--- src/rtl/fifo_flex.sv ---
// Single-clock circular FIFO with occupancy count, almost-full/empty thresholds and sticky
// overflow/underflow flags. Define FIFO_FWFT_EN for first-word-fall-through reads.
module fifo_flex #(
   parameter int WIDTH         = 8,
   parameter int DEPTH         = 16,
   parameter int POINTER_WIDTH = 4,
   parameter int AF_LEVEL      = 12,
   parameter int AE_LEVEL      = 4
) (
   input  logic                     clk,
   input  logic                     reset,
   input  logic                     wr_en,
   input  logic                     rd_en,
   input  logic                     clr_err,
   input  logic [WIDTH-1:0]         input_data,
   output logic [WIDTH-1:0]         output_data,
   output logic                     full,
   output logic                     empty,
   output logic                     almost_full,
   output logic                     almost_empty,
   output logic [POINTER_WIDTH:0]   count,
   output logic                     overflow,
   output logic                     underflow
);

   localparam logic [POINTER_WIDTH:0]   DEPTH_CNT = (POINTER_WIDTH+1)'(DEPTH);
   localparam logic [POINTER_WIDTH:0]   AF_CNT    = (POINTER_WIDTH+1)'(AF_LEVEL);
   localparam logic [POINTER_WIDTH:0]   AE_CNT    = (POINTER_WIDTH+1)'(AE_LEVEL);
   localparam logic [POINTER_WIDTH:0]   CNT_ONE   = (POINTER_WIDTH+1)'(1);
   localparam logic [POINTER_WIDTH-1:0] PTR_ONE   = POINTER_WIDTH'(1);

   logic [WIDTH-1:0]         mem [DEPTH];
   logic [POINTER_WIDTH-1:0] wr_ptr;
   logic [POINTER_WIDTH-1:0] rd_ptr;
   logic                     wr_ok;
   logic                     rd_ok;

   // Flags come only from the registered count, so they never glitch.
   always_comb begin
      full         = (count == DEPTH_CNT);
      empty        = (count == '0);
      almost_full  = (count >= AF_CNT);
      almost_empty = (count <= AE_CNT);
      wr_ok        = wr_en && !full;
      rd_ok        = rd_en && !empty;
   end

   always_ff @(posedge clk) begin
      if (reset) begin
         wr_ptr    <= '0;
         rd_ptr    <= '0;
         count     <= '0;
         overflow  <= 1'b0;
         underflow <= 1'b0;
      end else begin
         if (wr_ok) wr_ptr <= wr_ptr + PTR_ONE;
         if (rd_ok) rd_ptr <= rd_ptr + PTR_ONE;

         case ({wr_ok, rd_ok})
            2'b10:   count <= count + CNT_ONE;
            2'b01:   count <= count - CNT_ONE;
            default: count <= count;
         endcase

         // A new error in the same cycle as clr_err keeps the flag set.
         if (wr_en && full)       overflow  <= 1'b1;
         else if (clr_err)        overflow  <= 1'b0;
         if (rd_en && empty)      underflow <= 1'b1;
         else if (clr_err)        underflow <= 1'b0;
      end
   end

   always_ff @(posedge clk) begin
      if (!reset && wr_ok) mem[wr_ptr] <= input_data;
   end

`ifdef FIFO_FWFT_EN
   always_comb begin
      output_data = empty ? '0 : mem[rd_ptr];
   end
`else
   always_ff @(posedge clk) begin
      if (reset)      output_data <= '0;
      else if (rd_ok) output_data <= mem[rd_ptr];
   end
`endif

endmodule

--- config.mk ---
export PLATFORM = sky130hd
export DESIGN_NAME = fifo_flex
export DESIGN_NICKNAME = d
export VERILOG_FILES = /design/src/rtl/fifo_flex.sv
export SDC_FILE = /design/constraint.sdc
export NUM_CORES = 1
export LEC_CHECK = 0
export ABC_CLOCK_PERIOD_IN_PS = 7230
export CORE_ASPECT_RATIO = 2
export CORE_MARGIN = 3
export CORE_UTILIZATION = 44
export DETAILED_ROUTE_END_ITERATION = 12
export GPL_TIMING_DRIVEN = 0
export SKIP_LAST_GASP = 1
export SLEW_MARGIN = 15
export SYNTH_ARGS = -nofsm -noshare
export SYNTH_HDL_FRONTEND = slang
export SYNTH_SLANG_ARGS = --single-unit
--- constraint.sdc ---
create_clock -name clk -period 7.23 [get_ports clk]
set_input_delay 0.723 -clock clk [delete_from_list [all_inputs] [get_ports clk]]
set_output_delay 0.723 -clock clk [all_outputs]
set_load 0.02 [all_outputs]
==> impl_results.md <==
* Status: finished, final reports clean
* Clk_skew at 0.01062 ns
* Share of cells above drive strength 1 at 0.1508
* CTS tree: built
* Routed WL at between 10,000 and 15,000 um
* Ports at 32
* Cell Area, Placed at approximately 6600 um2
* Post-Syn Area at 6055 um2
* IO Port Bufs at 31
* CP max stage delay at around 0.6 ns
* Worst-skew pair later-pin latency at about 0.42 ns
* Most common cell after layout, fill and taps aside: edfxtp_1
* TritonCTS Buffers at 17
* Synth warn at 0
* Max_cap viols at 0
* WS Path Type: in -> reg
* Drt pass-1 iters at 4
* Die width at a little under 90 um
* Worst-path clk slew at approximately 0.060 ns
* Core Rows at 60
* Min-delay worst type: reg -> reg
* EDFF count, synth at 128
* Crit-path max FO at 6
* Dpl cells at approximately 550
* Util after Layout at 0.5369
* Antenna diodes at 0
* WP data required at ~7.5 ns
* Post-Layout Cell Count at slightly below 600
* Netlist cell types at 38
* CP startpoint kind: primary input
* Ys async rst share at 0
* Ys flop type: edfxtp_1
* Clk root buf: clkbuf_16
* P_leak at 2.364 nW
* Initial antenna violation count at 0
* CP endpoint kind: flop
* Max Freq at roughly 0.29 GHz
* Via count at around 3,300
* Worst slew margin at 0.4303
* Drt wl/cell at ~22 um
* Area leader, netlist: edfxtp_1
* Slew at the pin closest to its max-slew limit at between 0.8 and 0.9 ns
* PostCTS Resize Cnt at 0
* Vias in the first global route at 3,363
* Clk buf depth at 2
* Final Critical Period at 3.414 ns
* Initial cell density of the core at 0.4506
* Yosys reg bits at between 150 and 200
* Detailed-route DRC error count at 0
* Max Slew Vio Count at 0
* Final Cycle Share at 0.4722
* Vias per std cell at about 5.6
* H-tree Lvls at 4
* Gr ovfl total at 0
* Worst vdd ir at around 180 uV
* Final Hold Fails at 0
* Antenna Nets Post-Route at 0
* GPL Wtd Cong at between 0.8 and 0.9
* Total GRT Usage at 0.1846
* Final #Nets at roughly 440
* Post-Synthesis Net Count at just under 400
* CP max stage cell: clkdlybuf4s50_1
* Area grow syn2layout at 19.16%
* CP Cell Sequence: clkdlybuf4s50_1, a21boi_1, inv_1, ha_1, fa_1, a21o_1, a21oi_1, mux2i_1, mux2_2
* RSZ-0062 raised after global routing: false
* Setup TNS at 0 ns
* Post-DP HPWL at 9334 um
* Setup violations, final at 0
* Largest net degree at the start of global routing at 17
* Clock sink count at around 150
* Post-CTS setup buffers at 0
* Post-Syn Instances at around 370
* Leading post-synthesis cells by cell area: edfxtp_1 (63%), dfxtp_1 (7.6%), mux2i_1 (6.0%)
* Arrival time worst endpoint at ~3.7 ns
* First-pass GRT wire length at a little under 20,000 um
* Post-route cell area at ~7000 um2
* Core area at between 10,000 and 15,000 um2
* Sequential area share after synthesis at 0.7109
* Power per cell area at around 360 nW/um2
* Synth Area per Inst at 16.45 um2
* Die H at approximately 170 um
* Most frequent cells in the layout: edfxtp_1 (128), nor2_1 (52), mux2i_1 (36)
* Synth top area share at 0.6348
* Detailed Route Iter0 Violations at roughly 180
* CTS Hold Buffers Added at 0
* Die footprint at approximately 15,000 um2
[sequential cells by signal, indices dropped and copies added, names as in the netlist]
name         count
wr_ptr           4
count            5
rd_ptr           4
mem            128
output_data      8
underflow        1
overflow         1
[layout make-up]
cell class / count / area [um2]
Clock buffer: 21 / 460.4
Multi-Input combinational cell: 193 / 1643
Tap cell: 155 / 193.9
Inverter: 5 / 18.77
Clock inverter: 11 / 195.2
Sequential cell: 151 / 4304
Buffer: 19 / 88.84
Fill cell: 1103 / 6223
Timing Repair Buffer: 31 / 310.3
[layer usage]
| metal | share of wire | track usage |
|---|---|---|
| met5 | 0 | 0 |
| met4 | 0.041 | 0.1037 |
| met3 | 0.034 | 0.03004 |
| met2 | 0.57 | 0.3369 |
| met1 | 0.36 | 0.1948 |
[worst paths after layout]
check / start / to / slack (ns) / cells past startpoint
hold reg to reg: output_data[5] / output_data[5] / 0.50 / 2
hold / removal: output_data[5] / output_data[5] / 0.50 / 2
setup / recovery: wr_en / count[4] / 3.82 / 9
setup reg to reg: count[0] / count[4] / 4.08 / 9
[worst max-delay path: cells and delay by family]
family	cells	cell delay [ns]
multiplexers	2	0.64
AO/OA/AOI/OAI	3	0.91
buffers and inverters	2	0.70
adder cells (fa/ha/maj)	2	0.73
[report_power, final]
part,internal (mW),switching (mW),total [mW]
logic,0.271,0.345,0.615
clock network,0.633,0.335,0.968
registers,0.999,0.0480,1.05
total,1.90,0.728,2.63
[synth_stat cells (3+ instances only)]
library cell,count
xnor2_1,3
dfxtp_1,23
edfxtp_1,128
buf_1,4
inv_1,4
a21oi_1,3
buf_2,8
o22ai_1,16
nand2_1,6
nor2b_1,3
mux2i_1,36
o211ai_2,3
clkbuf_1,5
a22oi_1,10
ha_1,9
nand3b_1,3
a311oi_1,8
mux4_2,16
xor2_1,6
nor2_1,52
[kinds of logic (layout without fill, tap and decap cells)]
group	Yosys count	after routing	share of synthesized area
DFF	151	151	0.7109
and+or+nand+nor	74	74	0.05476
AOI/OAI and AO/OA	47	47	0.06076
muxes	53	53	0.1209
buffers and inverters	24	87	0.01777
adders and majority gates	10	10	0.02191
xor gates and xnor gates	9	9	0.01302
[metrics by stage]
step                      worst slack (ns)  hold WS, ns  total power, mW
final                                3.816       0.5019            2.630
after global routing                 3.655       0.5208            2.742
after CTS                            3.803       0.5083            2.656
after detailed placement             3.363       0.5000            1.691
after global placement               3.390       0.4976            1.683
after floorplan                      4.395       0.5281            1.457
(Power assumes the default switching activity.)
